**src/rtl/bus_pkg.sv**
```systemverilog
// bus_pkg: constants and state encoding shared by the system-bus
// master and arbiter side logic.
package bus_pkg;
    localparam int SLAVE_SEL_W = 2;
    localparam int DEF_ADDR_W  = 12;
    localparam int DEF_DATA_W  = 8;

    localparam logic MODE_READ  = 1'b0;
    localparam logic MODE_WRITE = 1'b1;

    typedef logic [2:0] state_t;

    localparam state_t S_IDLE  = 3'd0;
    localparam state_t S_REQ   = 3'd1;
    localparam state_t S_SSEL  = 3'd2;
    localparam state_t S_ADDR  = 3'd3;
    localparam state_t S_WDATA = 3'd4;
    localparam state_t S_RESP  = 3'd5;
    localparam state_t S_RDATA = 3'd6;
    localparam state_t S_DONE  = 3'd7;

    function automatic int max2(input int a, input int b);
        return (a > b) ? a : b;
    endfunction
endpackage

```
**src/rtl/serial_shifter.sv**
```systemverilog
// serial_shifter: parallel-load PISO / SIPO shift register with a
// saturating bit counter; exposes next-state taps so callers can register.
module serial_shifter #(
    parameter int W  = 12,
    parameter int RW = 8,
    parameter int CW = $clog2(W) + 1
) (
    input  logic          clk,
    input  logic          reset,
    input  logic          load,
    input  logic [W-1:0]  load_val,
    input  logic          shift,
    input  logic          sin,
    input  logic [CW-1:0] len,
    output logic          done,
    output logic          sout_next,
    output logic [RW-1:0] rx_next
);
    logic [W-1:0]  sreg;
    logic [W-1:0]  nxt;
    logic [CW-1:0] cnt;

    always_comb begin
        nxt = sreg;
        if (load)
            nxt = load_val;
        else if (shift)
            nxt = {sin, sreg[W-1:1]};
    end

    assign sout_next = nxt[0];
    // received bits enter at the top, so the first bit ends up lowest
    assign rx_next   = nxt[W-1 -: RW];
    assign done      = (cnt == len);

    always_ff @(posedge clk or posedge reset) begin
        if (reset) begin
            sreg <= '0;
            cnt  <= '0;
        end else begin
            sreg <= nxt;
            if (load)
                cnt <= '0;
            else if (shift && cnt != CW'(W))
                cnt <= cnt + 1'b1;
        end
    end
endmodule

```
**src/rtl/master_port.sv**
```systemverilog
// master_port: bus master endpoint; requests the arbiter, sends slave
// select, serialises address/write data and collects read data.
module master_port
    import bus_pkg::*;
#(
    parameter int ADDR_W  = DEF_ADDR_W,
    parameter int DATA_W  = DEF_DATA_W,
    parameter int TIMEOUT = 64
) (
    input  logic                   clk,
    input  logic                   reset,
    input  logic                   cmd_valid,
    output logic                   cmd_ready,
    input  logic                   cmd_write,
    input  logic [SLAVE_SEL_W-1:0] cmd_slave,
    input  logic [ADDR_W-1:0]      cmd_addr,
    input  logic [DATA_W-1:0]      cmd_wdata,
    output logic                   rsp_valid,
    output logic                   rsp_err,
    output logic [DATA_W-1:0]      rsp_rdata,
    output logic                   m_request,
    input  logic                   m_grant,
    output logic                   m_slave_select,
    output logic                   m_valid,
    output logic                   m_mode,
    output logic                   m_dout,
    input  logic                   s_ready,
    input  logic                   s_rvalid,
    input  logic                   s_din
);
    localparam int SW = max2(ADDR_W, DATA_W);
    localparam int CW = $clog2(SW) + 1;
    localparam int TW = $clog2(TIMEOUT) + 1;

    state_t state, state_n;
    logic                   wr_q;
    logic [SLAVE_SEL_W-1:0] slave_q;
    logic [ADDR_W-1:0]      addr_q;
    logic [DATA_W-1:0]      wdata_q;
    logic [TW-1:0]          tcnt;
    logic                   tout;
    logic                   sel_idx;
    logic                   err_q, err_n;
    logic                   busy;
    logic                   tx_n;

    logic          sh_load, sh_shift, sh_sin, sh_done, sh_sout;
    logic [SW-1:0] sh_val;
    logic [CW-1:0] sh_len;
    logic [DATA_W-1:0] sh_rx;

    serial_shifter #(.W(SW), .RW(DATA_W), .CW(CW)) u_shift (
        .clk       (clk),
        .reset     (reset),
        .load      (sh_load),
        .load_val  (sh_val),
        .shift     (sh_shift),
        .sin       (sh_sin),
        .len       (sh_len),
        .done      (sh_done),
        .sout_next (sh_sout),
        .rx_next   (sh_rx)
    );

    assign tout = (tcnt == TW'(TIMEOUT - 1));
    assign busy = (state != S_IDLE) && (state != S_REQ) &&
                  (state != S_DONE);

    always_comb begin
        state_n  = state;
        err_n    = err_q;
        sh_load  = 1'b0;
        sh_val   = '0;
        sh_shift = 1'b0;
        sh_sin   = 1'b0;
        sh_len   = CW'(ADDR_W - 1);
        unique case (state)
            S_IDLE: if (cmd_valid) begin
                state_n = S_REQ;
                err_n   = 1'b0;
            end
            S_REQ: if (m_grant) begin
                state_n = S_SSEL;
            end else if (tout) begin
                state_n = S_DONE;
                err_n   = 1'b1;
            end
            S_SSEL: if (sel_idx) begin
                state_n = S_ADDR;
                sh_load = 1'b1;
                sh_val  = SW'(addr_q);
            end
            S_ADDR: begin
                sh_shift = 1'b1;
                if (sh_done) begin
                    if (wr_q == MODE_WRITE) begin
                        state_n = S_WDATA;
                        sh_load = 1'b1;
                        sh_val  = SW'(wdata_q);
                    end else begin
                        state_n = S_RESP;
                    end
                end
            end
            S_WDATA: begin
                sh_shift = 1'b1;
                sh_len   = CW'(DATA_W - 1);
                if (sh_done)
                    state_n = S_RESP;
            end
            S_RESP: if (s_ready) begin
                if (wr_q == MODE_WRITE) begin
                    state_n = S_DONE;
                end else begin
                    state_n = S_RDATA;
                    sh_load = 1'b1;
                end
            end else if (tout) begin
                state_n = S_DONE;
                err_n   = 1'b1;
            end
            S_RDATA: begin
                sh_len   = CW'(DATA_W - 1);
                sh_shift = s_rvalid;
                sh_sin   = s_din;
                if (s_rvalid && sh_done) begin
                    state_n = S_DONE;
                end else if (tout) begin
                    state_n = S_DONE;
                    err_n   = 1'b1;
                end
            end
            S_DONE: state_n = S_IDLE;
            default: state_n = S_IDLE;
        endcase
        // losing the grant mid-transfer aborts regardless of phase
        if (busy && !m_grant) begin
            state_n  = S_DONE;
            err_n    = 1'b1;
            sh_shift = 1'b0;
        end
    end

    assign tx_n = (state_n == S_ADDR) || (state_n == S_WDATA);

    always_ff @(posedge clk or posedge reset) begin
        if (reset) begin
            state          <= S_IDLE;
            err_q          <= 1'b0;
            wr_q           <= 1'b0;
            slave_q        <= '0;
            addr_q         <= '0;
            wdata_q        <= '0;
            tcnt           <= '0;
            sel_idx        <= 1'b0;
            cmd_ready      <= 1'b1;
            rsp_valid      <= 1'b0;
            rsp_err        <= 1'b0;
            rsp_rdata      <= '0;
            m_request      <= 1'b0;
            m_slave_select <= 1'b0;
            m_valid        <= 1'b0;
            m_mode         <= 1'b0;
            m_dout         <= 1'b0;
        end else begin
            state   <= state_n;
            err_q   <= err_n;
            sel_idx <= (state == S_SSEL) ? ~sel_idx : 1'b0;
            if (state == S_IDLE && cmd_valid) begin
                wr_q    <= cmd_write;
                slave_q <= cmd_slave;
                addr_q  <= cmd_addr;
                wdata_q <= cmd_wdata;
            end
            // every state change restarts the wait budget
            if (state_n != state)
                tcnt <= '0;
            else if (!tout)
                tcnt <= tcnt + 1'b1;
            cmd_ready      <= (state_n == S_IDLE);
            m_request      <= (state_n != S_IDLE) && (state_n != S_DONE);
            m_slave_select <= (state_n == S_SSEL) &&
                              ((state == S_SSEL) ? slave_q[1] : slave_q[0]);
            m_valid        <= tx_n;
            m_mode         <= tx_n && (wr_q == MODE_WRITE);
            m_dout         <= tx_n && sh_sout;
            rsp_valid      <= (state_n == S_DONE);
            rsp_err        <= (state_n == S_DONE) && err_n;
            rsp_rdata      <= (state_n == S_DONE && !err_n &&
                               wr_q == MODE_READ) ? sh_rx : '0;
        end
    end
endmodule

```
**config.mk**
```make
export PLATFORM = sky130hd
export DESIGN_NAME = master_port
export DESIGN_NICKNAME = d
export VERILOG_FILES = /design/src/rtl/bus_pkg.sv /design/src/rtl/serial_shifter.sv /design/src/rtl/master_port.sv
export SDC_FILE = /design/constraint.sdc
export NUM_CORES = 1
export LEC_CHECK = 0
export CAP_MARGIN = 0
export CORE_MARGIN = 8
export CORE_UTILIZATION = 55
export CTS_CLUSTER_SIZE = 20
export DETAILED_ROUTE_END_ITERATION = 8
export GPL_ROUTABILITY_DRIVEN = 0
export GPL_TIMING_DRIVEN = 0
export PLACE_DENSITY = 0.8
export SYNTH_ARGS = -nofsm -noshare
export SYNTH_HDL_FRONTEND = slang
export SYNTH_HIERARCHICAL = 1
export SYNTH_SLANG_ARGS = --single-unit
```
**constraint.sdc**
```tcl
create_clock -name clk -period 5.43 [get_ports clk]
set_input_delay 0.543 -clock clk [delete_from_list [all_inputs] [get_ports clk]]
set_output_delay 0.543 -clock clk [all_outputs]
set_load 0.005 [all_outputs]
```
==> key figures, run 1 <==
STA
  – Relative slew slack: 30.45%
  – Pins over their slew limit: 0
  – Final hold violation count: 0
  – Time the worst path needs with I/O delays and setup: 4.429 ns
  – Hold WS: 0.5064 ns
  – Peak Freq: 0.2258 GHz
  – Final clock skew: 0.01019 ns
  – Ratio of final minimum period to clock period: 81.56%
  – Final setup violation count: 0
  – Accumulated negative setup slack: 0 ns
  – Unrepaired setup endpoints after global routing: no
  – Transition time of the tightest slew-check pin: 1.035 ns

Global routing
  – Global routing usage on met2: 27.81%
  – Number of global-route vias before repair: 2644
  – Met3 global-route usage: 3.651%
  – Pin count of the biggest net entering global routing: 33
  – Global-route congestion overflow total: 0
  – Global-route wire length before repair: 12790 um
  – Overall Global Routing Usage: 18.18%
  – Fraction of met1 tracks used by global routing: 24.28%
  – Layer carrying the most global-route usage: met2
  – Antenna violations before repair: 0

Layout
  – Area growth from synthesis to layout: 21.97%
  – NumNets Final: 414
  – Fraction of layout instances using a drive strength above 1: 18.65%
  – Final std cell area, no fill: 0.004182 mm2
  – Register Area: 0.001703 mm2
  – Count of fill cells added during filler insertion: 430
  – Area used by multi-input combinational logic: 0.001494 mm2
  – Diode count: 0

Synthesis
  – Async set-reset flop share out of synthesis: 100.0%
  – Main synth FF type: dfrtp_1
  – Sequential area share after synthesis: 49.67%
  – Synthesized flop and latch total: 68
  – Largest area contributor in the synthesized netlist: dfrtp_1
  – Cell variety after synth: 56
  – Average footprint of a synthesized cell: 10.61 um2
  – Top cells by area in the synthesized netlist: dfrtp_1 49%, mux2_2 7.2%, mux2i_1 4.4%
  – Number of instances in the synthesized netlist: 323
  – Post-synth top area share: 48.91%
  – Synthesis warning total: 6
  – Number of flops mapped to enable cells by yosys: 0
  – Post-Synthesis Cell Area: 0.003428 mm2

Route
  – Avg WL per Cell: 16.44 um
  – Number of remaining DRC errors: 0
  – Total routed wirelength: 7581 um
  – 1st-pass router iterations: 5
  – Post-detailed-route via-to-cell ratio: 5.662
  – Starting DRT DRC Count: 271
  – Post-DRT Antenna Nets: 0
  – Via Count: 2610

Floorplanning
  – Die ar.: 0.009016 mm2
  – Placeable core region: 0.005991 mm2
  – Initial core utilization: 57.23%
  – Ports: 46
  – Die Span X: 94.95 um
  – Chip Height: 94.95 um
  – Row Count: 28

Worst setup path
  – Required time of the worst setup path: 5.67 ns
  – Worst setup startpoint: state[0]$_DFF_PP0_
  – Most frequent CP cell: buf_2
  – Reg-to-reg critical path startpoint: state[0]$_DFF_PP0_
  – Critical-path maximum fanout: 10
  – Worst stage delay on the critical path: 0.81 ns
  – Critical path startpoint category: flip-flop
  – Slowest stage cell, crit path: nor3_1
  – List of cells traversed by the critical path: buf_2, buf_2, nor2b_1, inv_1, xnor2_1, nand3_1, nor3_1, nand2_1, nor3_1, or3_1, buf_2, buf_2, nand2_1, o21ai_0, buf_4, inv_1, nor3_1
  – Critical Path Sink Type: flip-flop
  – Critical path start-end classification: reg -> reg
  – Critical path data arrival time: 4.67 ns

Hold path
  – Worst min-delay path startpoint: slave_q[1]$_DFFE_PP0P_
  – Worst Hold Class: reg -> reg

CTS
  – Depth of the CTS H-tree: 3
  – TritonCTS clock tree: done
  – Root Buffer Master: clkbuf_8
  – Hold Buf Count CTS: 0
  – Clk slew on worst S/H paths: 0.07 ns
  – Clock sink total: 68
  – Number of buffers added by the clock tree synthesis step: 9
  – Post-cts resize count: 0
  – Maximum count of clock buffers along a single path: 2
  – Setup repair bufs after CTS: 0
  – Clock latency of the later-clocked register in the worst-skew pair: 0.34 ns

Power
  – Power density of the placed cells: 495.9 mW/mm2
  – Leakage: 0.001787 uW
  – Worst vdd rail ir drop: 0.3870 mV

Run
  – Number of maximum-capacitance violations: 0

Placement
  – Final HPWL DP: 5585 um
  – Placed Area: 0.003996 mm2
  – Count of port buffers added during placement: 45

Status
  – Outcome: finished, final reports clean
[synthesized netlist by cell type, types with 2 or more instances]
cell type	count
nand2b_1	5
nor4_1	2
xnor2_1	5
conb_1	2
nand3b_1	2
dfrtp_1	67
and2_1	2
and3b_1	2
nor2_1	9
a22o_1	9
a21oi_2	2
clkbuf_1	4
mux2i_1	15
o21ai_0	19
o31ai_1	2
or3_1	4
or2_2	2
a31oi_1	2
a21oi_1	9
xor2_1	3
mux2_2	22
buf_4	11
buf_6	2
nor3_1	13
inv_1	19
buf_2	8
ha_1	3
nand3_1	6
nand2_1	25
o221ai_1	2
nor2b_1	4
and3_1	7
a211oi_1	8
o211ai_1	3
nor3b_1	2
[path summary, 6_finish.rpt]
path                                        endpoint  slack (ns)  cells past startpoint
max in group asynchronous  u_shift/sreg[0]$_DFF_PP0_        4.35                      2
max reg2reg                   rsp_rdata[6]$_DFF_PP0_        1.00                     17
min                           slave_q[1]$_DFFE_PP0P_        0.51                      1
max                           rsp_rdata[6]$_DFF_PP0_        1.00                     17
min reg2reg                   slave_q[1]$_DFFE_PP0P_        0.51                      1
min in group asynchronous        tcnt[2]$_DFFE_PP0P_        0.55                      2
[where the power goes]
part           internal, uW  total (uW)  switching, uW
Sequential              683         792            109
Clock                   212         402            190
Combinational           402         880            478
[registers in the layout (all words and copies together), names as in the netlist]
register and flops:
m_request 1, slave_q 2, u_shift/sreg 12, cmd_ready 1, wr_q 1, m_slave_select 1, rsp_err 1, m_mode 1
rsp_rdata 8, err_q 1, m_valid 1, wdata_q 8, sel_idx 1, state 3, addr_q 12, rsp_valid 1
u_shift/cnt 5, tcnt 7, m_dout 1
[cell usage in the layout, fill, tap and decap left out, drive strengths merged, types with 9 or more instances in the layout]
cell type and count:
dfrtp 67, clkbuf 16, inv 20, a22o 9
nor3 13, o21ai 20, a21oi 11, buf 22
mux2i 15, nor2 9, mux2 22, clkdlybuf4s50 45
nand2 25
[metrics by stage]
stage                     setup slack, ns  std cells  util (%)  power, uW
after global routing               0.5116        461     69.80       2208
after global placement              1.159        444     66.37       1632
after detailed placement            1.072        445     66.71       1672
after CTS                           1.045        461     69.80       2077
final                               1.001        461     69.80       2074
after floorplan                     2.099        324         -       1430
[cells by family (layout without fill, tap and decap cells)]
logic type	Yosys count	after routing	synth area share (%)
simple gates	91	91	14.31
compound gates	69	69	14.20
flops	68	68	49.67
buf+inv	45	107	6.861
mux	37	37	11.61
xor+xnor	8	8	2.044
fa+ha+maj	3	3	1.095
other cells	2	3	0.2191
[area by class of cell]
| type | count | share of cell area, % |
|---|---|---|
| repair buffers | 46 | 11.25 |
| multi-input cells | 211 | 35.73 |
| clock buffers | 12 | 3.232 |
| inverters | 20 | 1.795 |
| well taps | 75 | 2.244 |
| plain buffers | 25 | 3.830 |
| flip-flops and latches | 68 | 40.72 |
| clock inverters | 4 | 1.197 |
[layer usage]
metal / up-vias / wire, um
met5: - / 0
met2: 98 / 3560
met3: 10 / 418
met1: 1243 / 3481
met4: 0 / 121
li1: 1259 / -
[worst max-delay path, delay by kind of cell, from the launching register on]
family	cells	cell delay, ns
AO/OA/AOI/OAI	1	0.12
XOR/XNOR	1	0.14
AND/OR/NAND/NOR	8	2.54
flip-flops	1	0.38
buffers and inverters	7	1.14
Note: power is estimated with default switching activity, not from simulation.
==> run 2: changes to the inputs <==
--- a/config.mk
+++ b/config.mk
@@ -7,12 +7,12 @@
 export LEC_CHECK = 0
 export CAP_MARGIN = 0
 export CORE_MARGIN = 8
-export CORE_UTILIZATION = 55
+export CORE_UTILIZATION = 50
 export CTS_CLUSTER_SIZE = 20
 export DETAILED_ROUTE_END_ITERATION = 8
 export GPL_ROUTABILITY_DRIVEN = 0
 export GPL_TIMING_DRIVEN = 0
-export PLACE_DENSITY = 0.8
+export PLACE_DENSITY = 0.77
 export SYNTH_ARGS = -nofsm -noshare
 export SYNTH_HDL_FRONTEND = slang
 export SYNTH_HIERARCHICAL = 1
==> constraint.sdc (replaced) <==
create_clock -name clk -period 3.8 [get_ports clk]
set_input_delay 0.38 -clock clk [delete_from_list [all_inputs] [get_ports clk]]
set_output_delay 0.38 -clock clk [all_outputs]
set_load 0.005 [all_outputs]
==> key figures, run 2 (synthesis gave the netlist of run 1 again) <==
Layout
  – Count of fill cells added during filler insertion: 562 (was 430)
  – Top library cells by usage in the layout, fill and taps aside: 67 x dfrtp_1, 45 x clkdlybuf4s50_1, 25 x nand2_1 (unchanged)
  – Area used by multi-input combinational logic: 0.001516 mm2 (was 0.001494 mm2)
  – NumNets Final: 415 (was 414)
  – Final std cell area, no fill: 0.004223 mm2 (was 0.004182 mm2)
  – Diode count: 0 (unchanged)
  – Largest registers in the final layout: addr_q: 12 flops, u_shift/sreg: 12 flops (unchanged)
  – Fraction of layout instances using a drive strength above 1: 19.69% (was 18.65%)
  – Area growth from synthesis to layout: 23.18% (was 21.97%)
  – Register Area: 0.001703 mm2 (unchanged)
  – Leading cell type in the layout, fill and taps excluded: dfrtp_1 (unchanged)

CTS
  – Maximum count of clock buffers along a single path: 2 (unchanged)
  – Depth of the CTS H-tree: 3 (unchanged)
  – TritonCTS clock tree: done (unchanged)
  – Clock latency of the later-clocked register in the worst-skew pair: 0.34 ns (about the same)
  – Number of buffers added by the clock tree synthesis step: 9 (unchanged)
  – Root Buffer Master: clkbuf_8 (unchanged)
  – Clock sink total: 68 (unchanged)
  – Clk slew on worst S/H paths: 0.07 ns (about the same)

Route
  – Number of remaining DRC errors: 0 (unchanged)
  – Post-detailed-route via-to-cell ratio: 5.779 (was 5.662)
  – Via Count: 2693 (was 2610)
  – Avg WL per Cell: 16.69 um (was 16.44 um)
  – 1st-pass router iterations: 4 (was 5)
  – Total routed wirelength: 7777 um (was 7581 um)
  – Post-DRT Antenna Nets: 0 (unchanged)
  – Starting DRT DRC Count: 262 (was 271)

STA
  – Unrepaired setup endpoints after global routing: no (unchanged)
  – Final setup violation count: 0 (unchanged)
  – Pins over their slew limit: 0 (unchanged)
  – Transition time of the tightest slew-check pin: 0.6953 ns (was 1.035 ns)
  – Final clock skew: 0.008049 ns (was 0.01019 ns)
  – Relative slew slack: 53.44% (was 30.45%)
  – Final hold violation count: 0 (unchanged)
  – Accumulated negative setup slack: 0 ns (unchanged)
  – Ratio of final minimum period to clock period: 90.00% (was 81.56%)
  – Peak Freq: 0.2924 GHz (was 0.2258 GHz)
  – Time the worst path needs with I/O delays and setup: 3.420 ns (was 4.429 ns)
  – Slack of the critical path: 0.3801 ns (was 1.001 ns)

Global routing
  – Number of global-route vias before repair: 2767 (was 2644)
  – Overall Global Routing Usage: 16.91% (was 18.18%)
  – Global-route congestion overflow total: 0 (unchanged)
  – Pin count of the biggest net entering global routing: 33 (unchanged)
  – Global-route wire length before repair: 13360 um (was 12790 um)
  – Antenna violations before repair: 0 (unchanged)

Floorplanning
  – Initial core utilization: 51.02% (was 57.23%)
  – Chip Height: 98.81 um (was 94.95 um)
  – Row Count: 30 (was 28)
  – Ports: 46 (unchanged)
  – Die Span X: 98.81 um (was 94.95 um)
  – Die ar.: 0.009762 mm2 (was 0.009016 mm2)
  – Placeable core region: 0.006719 mm2 (was 0.005991 mm2)

Power
  – Sw Share: 37.96% (was 37.47%)
  – Leakage: 0.001815 uW (was 0.001787 uW)
  – Power density of the placed cells: 713.7 mW/mm2 (was 495.9 mW/mm2)
  – Tot Pwr: 3014 uW (was 2074 uW)
  – Fraction of power consumed by combinational cells: 42.7% (was 42.4%)
  – Switching power total: 1144 uW (was 777.0 uW)
  – Clock share of power: 19.5% (was 19.4%)
  – Portion of total power attributed to sequential cells: 37.7% (was 38.2%)
  – Int Pwr: 1870 uW (was 1297 uW)
  – Worst vdd rail ir drop: 0.3922 mV (was 0.3870 mV)

Worst setup path
  – Critical-path maximum fanout: 10 (unchanged)
  – Critical path data arrival time: 3.67 ns (was 4.67 ns)
  – Required time of the worst setup path: 4.05 ns (was 5.67 ns)
  – Critical Path Sink Type: flip-flop (unchanged)
  – Critical path start-end classification: reg -> reg (unchanged)
  – Critical path startpoint category: flip-flop (unchanged)

Run
  – Number of maximum-capacitance violations: 0 (unchanged)

Placement
  – DP Worst Slack: -0.4715 ns (was 1.072 ns)
  – Final HPWL DP: 5738 um (was 5585 um)
  – Placed Area: 0.004003 mm2 (was 0.003996 mm2)
  – Count of port buffers added during placement: 45 (unchanged)

Hold path
  – Worst Hold Class: in -> async (was reg -> reg)

Status
  – Outcome: finished, final reports clean (unchanged)
[run 2: cell count changes in the layout (fill, tap and decap cells not counted), sizes merged]
cell      previous run  this run
clkbuf              16        15
inv                 20        21
clkinv               1         2
clkinvlp             2         0
buf                 22        23
[run 2: power by group through the flow]
stage / registers [uW] / logic (uW) / clock network (uW)
after global placement: 1140 / 1200 / 0
after detailed placement: 1150 / 1250 / 0
final: 1140 / 1290 / 589
after floorplan: 1100 / 941 / 0
after CTS: 1140 / 1280 / 596
after global routing: 1170 / 1420 / 625
[run 2: metrics by stage]
| step | cells | hold WS, ns | utilization [%] |
|---|---|---|---|
| finish | 466 | 0.3927 | 62.85 |
| global route | 466 | 0.4513 | 62.85 |
| CTS | 465 | 0.4127 | 62.64 |
| detailed placement | 450 | 0.4963 | 59.57 |
| global placement | 449 | 0.4903 | 59.27 |
| floorplan | 324 | 0.3061 | - |
[run 2: area by class of cell]
class | count | area share [%]
flip-flops and latches | 68 | 40.33
inverters | 20 | 1.778
clock buffers | 11 | 3.348
clock inverters | 4 | 1.156
repair buffers | 47 | 11.32
well taps | 80 | 2.370
plain buffers | 25 | 3.793
multi-input cells | 211 | 35.91
[run 2: timing repair]
action                                  CTS  global route
resized for setup                         3             1
hold buffers                              0             0
endpoints found under the hold margin     0             0
pin swaps                                 0             2
buffers inserted                          0             1
endpoints found under the setup margin   21             9
[run 2: worst max-delay path, cell delays in order, from the launching register on]
cell,delay (ns)
dfrtp_1,0.38
buf_2,0.18
buf_2,0.20
nor2b_1,0.28
inv_1,0.09
xnor2_1,0.14
nand3_1,0.12
nor3_4,0.27
nand2_1,0.15
nor3_4,0.20
or3_1,0.22
buf_2,0.24
buf_2,0.27
nand2_1,0.09
o21ai_0,0.14
buf_4,0.16
inv_1,0.03
nor3_1,0.18
[run 2: metal layers]
layer | vias up | routed length (um) | global-route usage (%)
met2 | 70 | 3835 | 27.65
met1 | 1355 | 3548 | 21.19
met3 | 11 | 253 | 2.819
li1 | 1257 | - | -
met5 | - | 0 | 0
met4 | 0 | 139 | 8.146
[run 2: worst paths after layout]
kind | endpoint | slack [ns] | cells past startpoint | start
max | rsp_rdata[1]$_DFF_PP0_ | 0.38 | 17 | state[0]$_DFF_PP0_
min | rsp_rdata[7]$_DFF_PP0_ | 0.39 | 2 | reset
max reg2reg | rsp_rdata[1]$_DFF_PP0_ | 0.38 | 17 | state[0]$_DFF_PP0_
min reg2reg | slave_q[0]$_DFFE_PP0P_ | 0.51 | 1 | slave_q[0]$_DFFE_PP0P_
max in group asynchronous | wr_q$_DFFE_PP0P_ | 2.88 | 3 | reset
min in group clk | slave_q[0]$_DFFE_PP0P_ | 0.51 | 1 | slave_q[0]$_DFFE_PP0P_
==> run 3: changes to the inputs <==
--- a/config.mk
+++ b/config.mk
@@ -13,6 +13,7 @@
 export GPL_ROUTABILITY_DRIVEN = 0
 export GPL_TIMING_DRIVEN = 0
 export PLACE_DENSITY = 0.77
+export REMOVE_ABC_BUFFERS = 1
 export SYNTH_ARGS = -nofsm -noshare
 export SYNTH_HDL_FRONTEND = slang
 export SYNTH_HIERARCHICAL = 1
==> key figures, run 3 (synthesis gave the netlist of run 1 again) <==
Layout
  – Post-Layout Cell Count: 442 (was 466)
  – Top library cells by usage in the layout, fill and taps aside: 66 x dfrtp_1, 45 x clkdlybuf4s50_1, 25 x nand2_1 (was 67 x dfrtp_1, 45 x clkdlybuf4s50_1, 25 x nand2_1)
  – Count of fill cells added during filler insertion: 549 (was 562)
  – Register Area: 0.001704 mm2 (was 0.001703 mm2)
  – Area growth from synthesis to layout: 18.39% (was 23.18%)
  – Fraction of layout instances using a drive strength above 1: 16.57% (was 19.69%)
  – Area used by multi-input combinational logic: 0.001519 mm2 (was 0.001516 mm2)
  – NumNets Final: 390 (was 415)
  – Diode count: 0 (unchanged)
  – Largest registers in the final layout: addr_q: 12 flops, u_shift/sreg: 12 flops (unchanged)
  – Leading cell type in the layout, fill and taps excluded: dfrtp_1 (unchanged)
  – Final std cell area, no fill: 0.004059 mm2 (was 0.004223 mm2)

STA
  – Accumulated negative setup slack: 0 ns (unchanged)
  – Slack of the critical path: 0.4471 ns (was 0.3801 ns)
  – Final hold violation count: 0 (unchanged)
  – Ratio of final minimum period to clock period: 88.23% (was 90.00%)
  – Pins over their slew limit: 0 (unchanged)
  – Unrepaired setup endpoints after global routing: no (unchanged)
  – Final clock skew: 0.01505 ns (was 0.008049 ns)
  – Time the worst path needs with I/O delays and setup: 3.353 ns (was 3.420 ns)
  – Transition time of the tightest slew-check pin: 1.038 ns (was 0.6953 ns)
  – Relative slew slack: 30.82% (was 53.44%)
  – Final setup violation count: 0 (unchanged)
  – Peak Freq: 0.2982 GHz (was 0.2924 GHz)
  – Hold WS: 0.3719 ns (was 0.3927 ns)

CTS
  – Clock latency of the later-clocked register in the worst-skew pair: 0.35 ns (was 0.34 ns)
  – Maximum count of clock buffers along a single path: 2 (unchanged)
  – Depth of the CTS H-tree: 3 (unchanged)
  – Root Buffer Master: clkbuf_8 (unchanged)
  – Post-cts resize count: 3 (unchanged)
  – Clock sink total: 68 (unchanged)
  – TritonCTS clock tree: done (unchanged)
  – Setup repair bufs after CTS: 0 (unchanged)
  – Number of buffers added by the clock tree synthesis step: 9 (unchanged)
  – Clk slew on worst S/H paths: 0.08 ns (was 0.07 ns)
  – Hold Buf Count CTS: 0 (unchanged)

Power
  – Leakage: 0.001686 uW (was 0.001815 uW)
  – Switching power total: 1109 uW (was 1144 uW)
  – Int Pwr: 1712 uW (was 1870 uW)
  – Power density of the placed cells: 695.1 mW/mm2 (was 713.7 mW/mm2)
  – Clock share of power: 19.0% (was 19.5%)
  – Fraction of power consumed by combinational cells: 38.7% (was 42.7%)
  – Sw Share: 39.32% (was 37.96%)
  – Worst vdd rail ir drop: 0.3474 mV (was 0.3922 mV)
  – Portion of total power attributed to sequential cells: 42.3% (was 37.7%)

Floorplanning
  – Initial core utilization: 51.02% (unchanged)
  – Ports: 46 (unchanged)
  – Die Span X: 98.81 um (unchanged)
  – Placeable core region: 0.006719 mm2 (unchanged)
  – Row Count: 30 (unchanged)
  – Chip Height: 98.81 um (unchanged)
  – Die ar.: 0.009762 mm2 (unchanged)

Route
  – Number of remaining DRC errors: 0 (unchanged)
  – Total routed wirelength: 7037 um (was 7777 um)
  – Detailed route wirelength on metal3: 331 um (was 253 um)
  – Avg WL per Cell: 15.92 um (was 16.69 um)
  – Post-DRT Antenna Nets: 0 (unchanged)
  – Uppermost layer routed: met4 (unchanged)
  – Post-detailed-route via-to-cell ratio: 5.683 (was 5.779)
  – Met2 Wirelength: 3379 um (was 3835 um)
  – 1st-pass router iterations: 4 (unchanged)
  – Starting DRT DRC Count: 200 (was 262)
  – Met1 WL: 3186 um (was 3548 um)
  – Via Count: 2512 (was 2693)

Global routing
  – Number of global-route vias before repair: 2555 (was 2767)
  – Global-route congestion overflow total: 0 (unchanged)
  – Pin count of the biggest net entering global routing: 33 (unchanged)
  – Global-route wire length before repair: 11900 um (was 13360 um)
  – Overall Global Routing Usage: 15.05% (was 16.91%)
  – Antenna violations before repair: 0 (unchanged)

Worst setup path
  – Critical Path Sink Type: flip-flop (unchanged)
  – List of cells traversed by the critical path: nor2b_1, inv_1, xnor2_1, nand3_1, nor3_2, nand2_1, nor3_4, or3_4, nand2b_1, a21oi_1, a311o_1 (was buf_2, buf_2, nor2b_1, inv_1, xnor2_1, nand3_1, nor3_4, nand2_1, nor3_4, or3_1, buf_2, buf_2, nand2_1, o21ai_0, buf_4, inv_1, nor3_1)
  – Slowest stage cell, crit path: dfrtp_1 (unchanged)
  – Critical path data arrival time: 3.59 ns (was 3.67 ns)
  – Required time of the worst setup path: 4.04 ns (was 4.05 ns)
  – Worst stage delay on the critical path: 0.59 ns (was 0.38 ns)
  – Critical-path maximum fanout: 32 (was 10)
  – Critical path start-end classification: reg -> reg (unchanged)
  – Critical path startpoint category: flip-flop (unchanged)

Placement
  – # placed instances: 426 (was 450)
  – Final HPWL DP: 4891 um (was 5738 um)
  – Placed Area: 0.003861 mm2 (was 0.004003 mm2)
  – Count of port buffers added during placement: 45 (unchanged)
  – DP Worst Slack: -0.6378 ns (was -0.4715 ns)

Status
  – Outcome: finished, final reports clean (unchanged)

Run
  – Number of maximum-capacitance violations: 0 (unchanged)

Hold path
  – Worst Hold Class: in -> async (unchanged)
## run 3: cell count changes in the layout (fill, tap and decap cells not counted), moves of 2 or more
cell        before  now
clkbuf_1         5    0
clkinvlp_4       0    2
buf_2            8    0
buf_4           12    0
buf_6            2    0
## run 3: critical path, delay by kind of cell, from the launching register on
kind                      cells  cell delay (ns)
and+or+nand+nor               7             2.02
DFF                           1             0.59
AOI/OAI and AO/OA             2             0.39
xor gates and xnor gates      1             0.15
buffers and inverters         1             0.09
## run 3: area by class of cell
class	instances	share of cell area [%]
Clock buffer	9	3.052
Tap cell	80	2.466
Clock inverter	7	1.264
Multi-Input combinational cell	211	37.42
Sequential cell	68	41.99
Inverter	20	1.850
Timing Repair Buffer	47	11.96
## run 3: final timing paths
path | cells past startpoint | from | slack, ns | to
worst min register to register | 1 | slave_q[1]$_DFFE_PP0P_ | 0.51 | slave_q[1]$_DFFE_PP0P_
worst max-delay path | 11 | state[0]$_DFF_PP0_ | 0.45 | u_shift/cnt[3]$_DFFE_PP0P_
max in group asynchronous | 3 | reset | 2.89 | state[2]$_DFF_PP0_
worst min-delay path | 2 | reset | 0.37 | rsp_rdata[5]$_DFF_PP0_
min in group clk | 1 | slave_q[1]$_DFFE_PP0P_ | 0.51 | slave_q[1]$_DFFE_PP0P_
worst max register to register | 11 | state[0]$_DFF_PP0_ | 0.45 | u_shift/cnt[3]$_DFFE_PP0P_
## run 3: per-layer routing
layer  vias up  GRT usage [%]
met3        14          3.665
met2        64          24.12
met5         -              0
li1       1210              -
met4         0          6.848
met1      1224          18.71
## run 3: power groups by stage
stage	Sequential [uW]	Clock [uW]	Combinational [uW]
floorplan	1140	0	795
global placement	1190	0	1020
detailed placement	1200	0	1070
CTS	1190	546	1080
global route	1230	578	1210
finish	1190	537	1090
## run 3: stage by stage
| stage | total power [uW] | utilization [%] |
|---|---|---|
| 2_1_floorplan | 1939 | - |
| 3_3_place_gp | 2216 | 56.89 |
| 3_5_place_dp | 2273 | 57.47 |
| 4_1_cts | 2819 | 60.24 |
| 5_1_grt | 3022 | 60.41 |
| 6_report | 2821 | 60.41 |
